<file path="src/rtl/lzd_normalizer_if.sv">
// Start/busy/done handshake bundle shared with the leading-zero detector:
// operand, direction and shift distance in, shifted word and sticky out.
interface lzd_normalizer_if #(
   parameter int width       = 64,
   parameter int count_width = 7
);
   logic                   start;
   logic                   dir;
   logic [width-1:0]       data_in;
   logic [count_width-1:0] shift_amt;
   logic [width-1:0]       data_out;
   logic                   shifted_out;
   logic                   busy;
   logic                   done;

   // Requester side: issues operations and observes results.
   modport master (
      output start, dir, data_in, shift_amt,
      input  data_out, shifted_out, busy, done
   );

   // Shifter side.
   modport slave (
      input  start, dir, data_in, shift_amt,
      output data_out, shifted_out, busy, done
   );
endinterface

</file>
<file path="src/rtl/lzd_normalizer.sv">
// Multicycle barrel shifter. Applies a (clamped) shift distance to a word
// using coarse strides of `step` bits and single-bit steps for the remainder.
// Left shifts normalise a mantissa; right shifts denormalise and collect a
// sticky bit. Every bit pushed out of the word is ORed into shifted_out.
module lzd_normalizer #(
   parameter int width       = 64,
   parameter int count_width = 7,
   parameter int step        = 8
) (
   input  logic                clk,
   input  logic                rst_n,
   lzd_normalizer_if.slave     bus
);

   typedef enum logic [1:0] {
      IDLE  = 2'd0,
      SHIFT = 2'd1,
      DONE  = 2'd2
   } state_t;

   localparam logic [count_width-1:0] WIDTH_C = count_width'(width);
   localparam logic [count_width-1:0] STEP_C  = count_width'(step);
   localparam logic [count_width-1:0] ONE_C   = count_width'(1);

   state_t                 state_q, state_d;
   logic [width-1:0]       work_q, work_d;
   logic                   dir_q, dir_d;
   logic [count_width-1:0] remaining_q, remaining_d;
   logic                   sticky_q, sticky_d;
   logic [width-1:0]       data_out_q, data_out_d;
   logic                   shifted_out_q, shifted_out_d;
   logic                   busy_q, busy_d;
   logic                   done_q, done_d;

   // Requested distance limited to the word width; anything larger empties the word.
   logic [count_width-1:0] clamped_amt;
   assign clamped_amt = (bus.shift_amt >= WIDTH_C) ? WIDTH_C : bus.shift_amt;

   // Shift candidates for this cycle and the bits each one would push out.
   logic [width-1:0] coarse_word, fine_word;
   logic             coarse_lost, fine_lost;
   logic             use_coarse;

   // Select shifted words and lost bits for both stride sizes in the latched direction.
   always_comb begin
      if (dir_q) begin
         coarse_word = work_q >> step;
         fine_word   = work_q >> 1;
         coarse_lost = |work_q[step-1:0];
         fine_lost   = work_q[0];
      end else begin
         coarse_word = work_q << step;
         fine_word   = work_q << 1;
         coarse_lost = |work_q[width-1 -: step];
         fine_lost   = work_q[width-1];
      end
      use_coarse = (remaining_q >= STEP_C);
   end

   // Next-state and next-output logic for the IDLE/SHIFT/DONE sequence.
   always_comb begin
      state_d       = state_q;
      work_d        = work_q;
      dir_d         = dir_q;
      remaining_d   = remaining_q;
      sticky_d      = sticky_q;
      data_out_d    = data_out_q;
      shifted_out_d = shifted_out_q;
      busy_d        = busy_q;
      done_d        = done_q;

      case (state_q)
         IDLE: begin
            if (bus.start && !busy_q) begin
               work_d      = bus.data_in;
               dir_d       = bus.dir;
               remaining_d = clamped_amt;
               sticky_d    = 1'b0;
               busy_d      = 1'b1;
               done_d      = 1'b0;
               state_d     = (clamped_amt != '0) ? SHIFT : DONE;
            end else begin
               done_d = 1'b0;
            end
         end

         SHIFT: begin
            // The chosen stride never exceeds remaining, so it cannot underflow.
            if (use_coarse) begin
               work_d      = coarse_word;
               sticky_d    = sticky_q | coarse_lost;
               remaining_d = remaining_q - STEP_C;
            end else begin
               work_d      = fine_word;
               sticky_d    = sticky_q | fine_lost;
               remaining_d = remaining_q - ONE_C;
            end
            if (remaining_d == '0) begin
               state_d = DONE;
            end
         end

         DONE: begin
            data_out_d    = work_q;
            shifted_out_d = sticky_q;
            done_d        = 1'b1;
            busy_d        = 1'b0;
            state_d       = IDLE;
         end

         default: begin
            state_d = IDLE;
            busy_d  = 1'b0;
            done_d  = 1'b0;
         end
      endcase
   end

   // State register with synchronous active-low reset; reset aborts any operation.
   always_ff @(posedge clk) begin
      if (!rst_n) begin
         state_q       <= IDLE;
         work_q        <= '0;
         dir_q         <= 1'b0;
         remaining_q   <= '0;
         sticky_q      <= 1'b0;
         data_out_q    <= '0;
         shifted_out_q <= 1'b0;
         busy_q        <= 1'b0;
         done_q        <= 1'b0;
      end else begin
         state_q       <= state_d;
         work_q        <= work_d;
         dir_q         <= dir_d;
         remaining_q   <= remaining_d;
         sticky_q      <= sticky_d;
         data_out_q    <= data_out_d;
         shifted_out_q <= shifted_out_d;
         busy_q        <= busy_d;
         done_q        <= done_d;
      end
   end

   assign bus.data_out    = data_out_q;
   assign bus.shifted_out = shifted_out_q;
   assign bus.busy        = busy_q;
   assign bus.done        = done_q;

endmodule

</file>
<file path="src/flat_wrapper.sv">
// flat-port wrapper written by rule: the top's interface ports become plain ports
module lzd_normalizer_flat 
#(
   parameter int width       = 64,
   parameter int count_width = 7,
   parameter int step        = 8
)
  (clk, rst_n, bus_start, bus_dir, bus_data_in, bus_shift_amt, bus_data_out, bus_shifted_out, bus_busy, bus_done);
  lzd_normalizer_if #(.width(width), .count_width(count_width)) bus_i ();
  input  logic clk;
  input  logic rst_n;
  input wire logic [$bits(bus_i.start)-1:0] bus_start;
  input wire logic [$bits(bus_i.dir)-1:0] bus_dir;
  input wire logic [$bits(bus_i.data_in)-1:0] bus_data_in;
  input wire logic [$bits(bus_i.shift_amt)-1:0] bus_shift_amt;
  output wire logic [$bits(bus_i.data_out)-1:0] bus_data_out;
  output wire logic [$bits(bus_i.shifted_out)-1:0] bus_shifted_out;
  output wire logic [$bits(bus_i.busy)-1:0] bus_busy;
  output wire logic [$bits(bus_i.done)-1:0] bus_done;
  assign bus_i.start = bus_start;
  assign bus_i.dir = bus_dir;
  assign bus_i.data_in = bus_data_in;
  assign bus_i.shift_amt = bus_shift_amt;
  assign bus_data_out = bus_i.data_out;
  assign bus_shifted_out = bus_i.shifted_out;
  assign bus_busy = bus_i.busy;
  assign bus_done = bus_i.done;
  lzd_normalizer #(.width(width), .count_width(count_width), .step(step)) u_core (.clk(clk), .rst_n(rst_n), .bus(bus_i));
endmodule
</file>
<file path="config.mk">
export PLATFORM = sky130hd
export DESIGN_NAME = lzd_normalizer_flat
export DESIGN_NICKNAME = d
export VERILOG_FILES = /design/src/rtl/lzd_normalizer_if.sv /design/src/rtl/lzd_normalizer.sv /design/src/flat_wrapper.sv
export SDC_FILE = /design/constraint.sdc
export NUM_CORES = 1
export LEC_CHECK = 0
export CAP_MARGIN = 20
export CORE_MARGIN = 5
export CORE_UTILIZATION = 53
export DETAILED_ROUTE_END_ITERATION = 10
export PLACE_DENSITY = 0.78
export SLEW_MARGIN = 40
export SYNTH_ARGS = -nofsm -noshare
export SYNTH_HDL_FRONTEND = slang
export SYNTH_SLANG_ARGS = --single-unit
</file>
<file path="constraint.sdc">
create_clock -name clk -period 3.7 [get_ports clk]
set_clock_uncertainty 0.2 [all_clocks]
set_input_delay 0.74 -clock clk [delete_from_list [all_inputs] [get_ports clk]]
set_output_delay 0.74 -clock clk [all_outputs]
set_load 0.01 [all_outputs]
</file>
==> results of run 1 <==
-- critical path: cells and delay by family, from the launching register on --
kind / cells / cell delay (ns)
flops: 1 / 0.40
mux: 1 / 0.60
compound gates: 1 / 0.22
simple gates: 2 / 0.57
fa+ha+maj: 1 / 0.21
buf+inv: 2 / 0.43
-- placed cells by master (no fill, tap or decap), drive strengths merged, types with 3 or more instances in the layout --
cell type,netlist,final
nand2,290,290
dfxtp,142,142
clkdlybuf4s50,0,140
a21boi,69,69
nand3,68,68
o211a,51,51
mux4,48,48
clkbuf,62,27
nor2,16,16
a21oi,15,15
buf,18,15
o21ai,9,9
and3,8,8
mux2,8,8
a221oi,7,7
inv,6,6
o311a,5,5
nand3b,4,4
mux2i,4,4
nor4,4,4
ha,4,4
nor2b,4,4
nor3b,4,4
o211ai,3,3
a31oi,3,3
-- per-layer routing --
layer,track usage (%),wire [um],share of wire (%),vias up
met5,0,0,0,-
met4,11.2,654,3.1,0
met3,4.91,1490,7.0,50
met2,40.6,10100,47,311
met1,34.3,9110,43,3381
li1,-,-,-,3295
-- synth_stat cells, types with 2 or more instances --
master / count / area (sq um)
o311a_1: 5 / 50.1
a221oi_1: 7 / 61.3
nor2_1: 15 / 56.3
ha_1: 4 / 50.1
nand3b_1: 4 / 30.0
o21ai_0: 8 / 40.0
nand4_1: 2 / 12.5
buf_2: 2 / 10.0
nor3b_1: 3 / 22.5
nor2b_1: 4 / 25.0
buf_4: 3 / 22.5
mux2i_1: 4 / 40.0
mux2_2: 8 / 90.1
nand2_1: 290 / 1090
a31oi_1: 3 / 18.8
inv_1: 6 / 22.5
xnor2_1: 2 / 17.5
a211oi_1: 2 / 15.0
nor4_1: 4 / 25.0
buf_6: 3 / 33.8
a21oi_1: 15 / 75.1
dfxtp_1: 142 / 2840
o211a_1: 51 / 510
clkbuf_1: 62 / 233
a21o_1: 2 / 15.0
o211ai_1: 3 / 22.5
nand3_1: 68 / 340
a21boi_0: 69 / 518
buf_1: 9 / 33.8
nor3_1: 2 / 10.0
and3_1: 8 / 50.1
mux4_2: 43 / 968
mux4_1: 5 / 131
-- worst max-delay path by stage --
stage          cells past startpoint                             end                               start  slack, ns
6_report                           7   u_core.work_q[9]$_SDFFE_PN0P_  u_core.remaining_q[3]$_SDFFE_PN0P_       0.93
5_1_grt                            7   u_core.work_q[9]$_SDFFE_PN0P_  u_core.remaining_q[3]$_SDFFE_PN0P_       0.82
4_1_cts                            7   u_core.work_q[9]$_SDFFE_PN0P_  u_core.remaining_q[3]$_SDFFE_PN0P_       0.95
3_5_place_dp                       6  u_core.work_q[62]$_SDFFE_PN0P_                           bus_start       0.69
3_3_place_gp                       6  u_core.work_q[62]$_SDFFE_PN0P_                           bus_start       0.72
2_1_floorplan                      9  u_core.work_q[45]$_SDFFE_PN0P_  u_core.remaining_q[3]$_SDFFE_PN0P_       1.14
-- where the power goes --
| group | internal [mW] | leakage, nW | total [mW] | switching, mW |
|---|---|---|---|---|
| Combinational | 0.541 | 2.48 | 1.01 | 0.468 |
| Sequential | 1.62 | 1.16 | 1.81 | 0.184 |
| Clock | 1.08 | 0.297 | 1.70 | 0.619 |
-- cell type report --
| type | count | area share [%] |
|---|---|---|
| clock buffers | 27 | 5.69 |
| clock inverters | 4 | 0.489 |
| inverters | 6 | 0.232 |
| multi-input cells | 649 | 46.0 |
| flip-flops and latches | 142 | 29.2 |
| well taps | 184 | 2.37 |
| repair buffers | 155 | 16.0 |
-- flip-flops by register name, indices dropped and copies added, names as in the netlist --
register and cells:
u_core.bus.data_out 64, u_core.bus.busy 1, u_core.state_q 2, u_core.work_q 64, u_core.dir_q 1, u_core.bus.shifted_out 1, u_core.remaining_q 7, u_core.bus.done 1
u_core.sticky_q 1
-- through the flow --
| step | util [%] | total power, mW | setup slack (ns) | std cells | area, sq um |
|---|---|---|---|---|---|
| final | 67.7 | 4.52 | 0.933 | 1167 | 9720 |
| after floorplan | - | 2.56 | 1.14 | 877 | 7660 |
| after global routing | 67.7 | 4.71 | 0.817 | 1167 | 9720 |
| after global placement | 63.5 | 2.82 | 0.725 | 1136 | 9120 |
| after detailed placement | 63.5 | 2.84 | 0.695 | 1136 | 9120 |
| after CTS | 67.7 | 4.53 | 0.952 | 1167 | 9720 |
-- logic make-up after synthesis --
group,count (synthesis),share of synthesized area [%]
AO/OA/AOI/OAI,171,17.9
buffers and inverters,86,4.83
XOR/XNOR,3,0.343
flip-flops,142,37.1
adder cells (fa/ha/maj),4,0.653
AND/OR/NAND/NOR,411,23.1
multiplexers,60,16.0
==> run metrics, run 1 <==
CTS Buf Count 17; routed len/inst 18.3 um; Rows 44; post-synthesis sequential area ratio between 30% and 40%; grt total ovfl 0; power per cell area between 400 and 500 nW/um^2; share of post-route cells with drive strength above 1 roughly 11%; sequential cell area 2840 sq um; hold path depth 2; final hold slack ~0.26 ns; H-tree levels 4; Setup violations, final 0; R2R cell count 7; slowest stage delay, CP ~0.60 ns; worst r2r src u_core.remaining_q[3]$_SDFFE_PN0P_; Syn Area/Cell a little under 9 sq um; Synth async-reset ratio 0%; fin crit period roughly 2.8 ns; # IOs between 100 and 150; vias in the first global route about 6700; Die Area between 15000 and 20000 sq um; Post-CTS Setup Inserts 0; slowest cell on the critical path mux4_1; Hold Path Sink u_core.bus.data_out[5]$_SDFFE_PN0P_; Initial DRT Pass Iterations 5; fmax between 300 and 400 MHz; FILL cells about 1100; Starting Density between 50% and 60%; CP cell instances inv_1, ha_1, or3b_4, nor2_4, buf_12, mux4_1, o211a_1; Worst setup EP type flop; area of the multi-input gates between 4000 and 5000 sq um; CTS tree yes; final setup TNS 0 ns; crit path DAT 2.88 ns; status complete, no violations; maximum clock insertion buffer count 2; Antenna diodes 0; first-pass GRT wire length 34.5 mm; Synth Register Bits ~140; Core ar. ~14000 sq um; post-cts sizing count 0; Worst Hold Class flop to flop; EDFF count, synth 0; Via Count 7037; Post-CTS Hold Fix Bufs 0; drt total wl 21.4 mm; Hold Crit Start u_core.bus.data_out[5]$_SDFFE_PN0P_; Max-slew headroom 44.3%; Worst-path clk slew 0.05 ns; Post-route DRC 0; GRT Overall Usage 25.7%; Worst R2R End u_core.work_q[9]$_SDFFE_PN0P_; syn_nets roughly 960; nets@finish around 1100; Cell variety after synth 52; period utilization approximately three quarters; root buf cell clkbuf_16; Port Buffers 141; Die H 130 um; RSZ-0062 raised after global routing false; worst slew pin tran 0.836 ns; Area Growth Syn to Fin 26.9%; GPL Wtd Cong 0.854; worst reg-to-reg setup slack roughly 0.93 ns; Vias/cell around 6.0; largest net degree at the start of global routing 81; Synth Flop Type dfxtp_1; antenna viol nets, final 0; final slew viol count 0; Required @ worst endpoint between 3 and 4 ns; final hold vios 0; Static Leak about 3.9 nW; Synthesis Warnings 0; critical path fanouts, max roughly 50; peak supply drop between 0.0003 and 0.0004 V; mapped cell area 7660 sq um; cell count after synthesis around 880; initial antenna violation count 0; max_cap viols 0; Worst-Skew Late Latency roughly 0.42 ns; CP startpoint kind flop; WS Path Type flop to flop; clock sink count approximately 140; Detailed Place HPWL approximately 14 mm; Detailed Route Iter0 Violations 700; die width about 130 um
No activity file was read; power rests on OpenSTA's default activity.
==> run 2: changes to the inputs <==
--- a/config.mk
+++ b/config.mk
@@ -7,9 +7,9 @@
 export LEC_CHECK = 0
 export CAP_MARGIN = 20
 export CORE_MARGIN = 5
-export CORE_UTILIZATION = 53
+export CORE_UTILIZATION = 48
 export DETAILED_ROUTE_END_ITERATION = 10
-export PLACE_DENSITY = 0.78
+export PLACE_DENSITY = 0.74
 export SLEW_MARGIN = 40
 export SYNTH_ARGS = -nofsm -noshare
 export SYNTH_HDL_FRONTEND = slang
==> constraint.sdc (replaced) <==
create_clock -name clk -period 2.52 [get_ports clk]
set_clock_uncertainty 0.2 [all_clocks]
set_input_delay 0.504 -clock clk [delete_from_list [all_inputs] [get_ports clk]]
set_output_delay 0.504 -clock clk [all_outputs]
set_load 0.01 [all_outputs]
==> run metrics, run 2 (synthesized netlist as in run 1, its figures left out) <==
Sw Pwr around 2 mW; Starting Density a little under 50%; Detailed Route Iter0 Violations between 700 and 800; slowest cell on the critical path mux4_2; Post-route DRC 0; critical path fanouts, max 10; routed len/inst between 15 and 20 um; maximum clock insertion buffer count 2; Die Area 18600 sq um; CP delay by family, top simple AND/OR/NAND/NOR gates; drt total wl 22.0 mm; sequential cell area about 2800 sq um; worst r2r src u_core.remaining_q[4]$_SDFFE_PN0P_; Hold Crit Start u_core.bus.data_out[52]$_SDFFE_PN0P_; P_int roughly 4.7 mW; worst slew pin tran ~0.61 ns; highest-count cells in the layout ignoring fill and taps nand2_1 (288), clkdlybuf4s50_1 (140), dfxtp_1 (140), a21boi_0 (69), nand3_1 (68); CTS tree yes; root buf cell clkbuf_16; hold path depth 2; Detailed Place HPWL about 15 mm; Vias/cell roughly 5.7; CTS Buf Count 17; Rows 46; crit path DAT 2.60 ns; H-tree levels 4; FILL cells approximately 1400; Hold Path Sink u_core.bus.data_out[52]$_SDFFE_PN0P_; power share of the sequential group around 40%; GPL Wtd Cong roughly 0.87; CP cell instances inv_2, ha_4, or3b_4, nor2_4, buf_12, clkbuf_16, mux4_2, o211a_1; first-pass GRT wire length between 30 and 40 mm; status complete, no violations; Core ar. between 15000 and 20000 sq um; Sw Ratio about 30%; final slew viol count 0; Port Buffers roughly 140; slowest stage delay, CP 0.49 ns; fin crit period ~2.5 ns; Via Count 6982; area of the multi-input gates approximately 4500 sq um; peak supply drop around 0.00053 V; Logic pwr share a little over a quarter; Static Leak roughly 4.0 nW; Worst-Skew Late Latency 0.42 ns; # IOs roughly 140; WS Path Type flop to flop; Setup violations, final 0; Worst-path clk slew 0.06 ns; nets@finish between 1000 and 1500; vias in the first global route between 6000 and 7000; Required @ worst endpoint between 2 and 3 ns; power per cell area 660 nW/um^2; period utilization around 100%; commonest non-fill, non-tap cell in the layout nand2_1; Buf/Inv on CP 3; Worst Hold Class flop to flop; final hold vios 0; Die H roughly 140 um; worst reg-to-reg setup slack approximately 0.027 ns; largest net degree at the start of global routing about 70; Antenna diodes 0; GRT Overall Usage about a quarter; die width approximately 140 um; Initial DRT Pass Iterations 5; fmax 401 MHz; grt total ovfl 0; R2R cell count 8; CP startpoint kind flop; Area Growth Syn to Fin 30.5%; Worst R2R End u_core.work_q[32]$_SDFFE_PN0P_; Max-slew headroom between 50% and 60%; setup slack at placement about 0.011 ns; antenna viol nets, final 0; share of post-route cells with drive strength above 1 between 10% and 20%; Core Util, Final 63.4%; clock sink count ~140; Worst setup EP type flop; initial antenna violation count 0; final worst setup slack 0.0271 ns; max_cap viols 0; Clock Power Share 33.6%
-- run 2: worst max-delay path by stage --
stage               slack (ns)                                from                             end  cells past startpoint
floorplan                -0.02  u_core.remaining_q[3]$_SDFFE_PN0P_  u_core.work_q[45]$_SDFFE_PN0P_                      9
global placement          0.07  u_core.remaining_q[4]$_SDFFE_PN0P_  u_core.work_q[45]$_SDFFE_PN0P_                      7
detailed placement        0.01  u_core.remaining_q[4]$_SDFFE_PN0P_  u_core.work_q[45]$_SDFFE_PN0P_                      7
CTS                      0.002  u_core.remaining_q[4]$_SDFFE_PN0P_  u_core.work_q[45]$_SDFFE_PN0P_                      7
global route             -0.02  u_core.remaining_q[4]$_SDFFE_PN0P_  u_core.work_q[30]$_SDFFE_PN0P_                      8
finish                    0.03  u_core.remaining_q[4]$_SDFFE_PN0P_  u_core.work_q[32]$_SDFFE_PN0P_                      8
-- run 2: worst reg2reg max path, stage by stage (launching register included) --
cell and delay (ns):
dfxtp_2 0.33, inv_2 0.07, ha_4 0.12, or3b_4 0.39
nor2_4 0.20, buf_12 0.16, clkbuf_16 0.18, mux4_2 0.50
o211a_1 0.22
-- run 2: metrics by stage --
stage / hold WS (ns) / setup TNS, ns / power (mW) / std cells / area (sq um)
2_1_floorplan: 0.241 / -0.115 / 3.76 / 877 / 7670
3_3_place_gp: 0.251 / 0 / 4.24 / 1184 / 9360
3_5_place_dp: 0.255 / 0 / 4.26 / 1184 / 9360
4_1_cts: 0.262 / 0 / 6.46 / 1215 / 9870
5_1_grt: 0.287 / -0.0816 / 6.89 / 1221 / 10000
6_report: 0.257 / 0 / 6.61 / 1221 / 10000
-- run 2: metal layers --
| metal | global-route usage (%) | wire length (um) |
|---|---|---|
| met1 | 31.8 | 9530 |
| met2 | 37.1 | 10500 |
| met3 | 5.63 | 1550 |
| met4 | 8.45 | 449 |
| met5 | 0 | 0 |
-- run 2: layout make-up --
cell class | instances | share of cell area (%)
Sequential cell | 142 | 28.5
Inverter | 6 | 0.225
Multi-Input combinational cell | 649 | 44.8
Clock inverter | 8 | 0.425
Clock buffer | 23 | 4.68
Timing Repair Buffer | 177 | 18.7
Tap cell | 216 | 2.70
-- run 2: power groups by stage --
stage / combinational [mW] / clock [mW] / sequential (mW)
after floorplan: 1.21 / 0 / 2.56
after global placement: 1.56 / 0 / 2.68
after detailed placement: 1.58 / 0 / 2.68
after CTS: 1.59 / 2.24 / 2.63
after global routing: 1.89 / 2.34 / 2.66
final: 1.74 / 2.22 / 2.65
-- run 2: timing repair --
item                                    CTS  global route
endpoints found under the setup margin    0            43
hold buffers                              0             0
setup buffers                             0             2
gates resized for setup                   0             8
==> run 3: changes to the inputs <==
--- a/config.mk
+++ b/config.mk
@@ -5,6 +5,7 @@
 export SDC_FILE = /design/constraint.sdc
 export NUM_CORES = 1
 export LEC_CHECK = 0
+export ABC_CLOCK_PERIOD_IN_PS = 2520
 export CAP_MARGIN = 20
 export CORE_MARGIN = 5
 export CORE_UTILIZATION = 48
==> results of run 3 <==
Same layout as run 2: the final DEF is identical, and so are final timing and power.
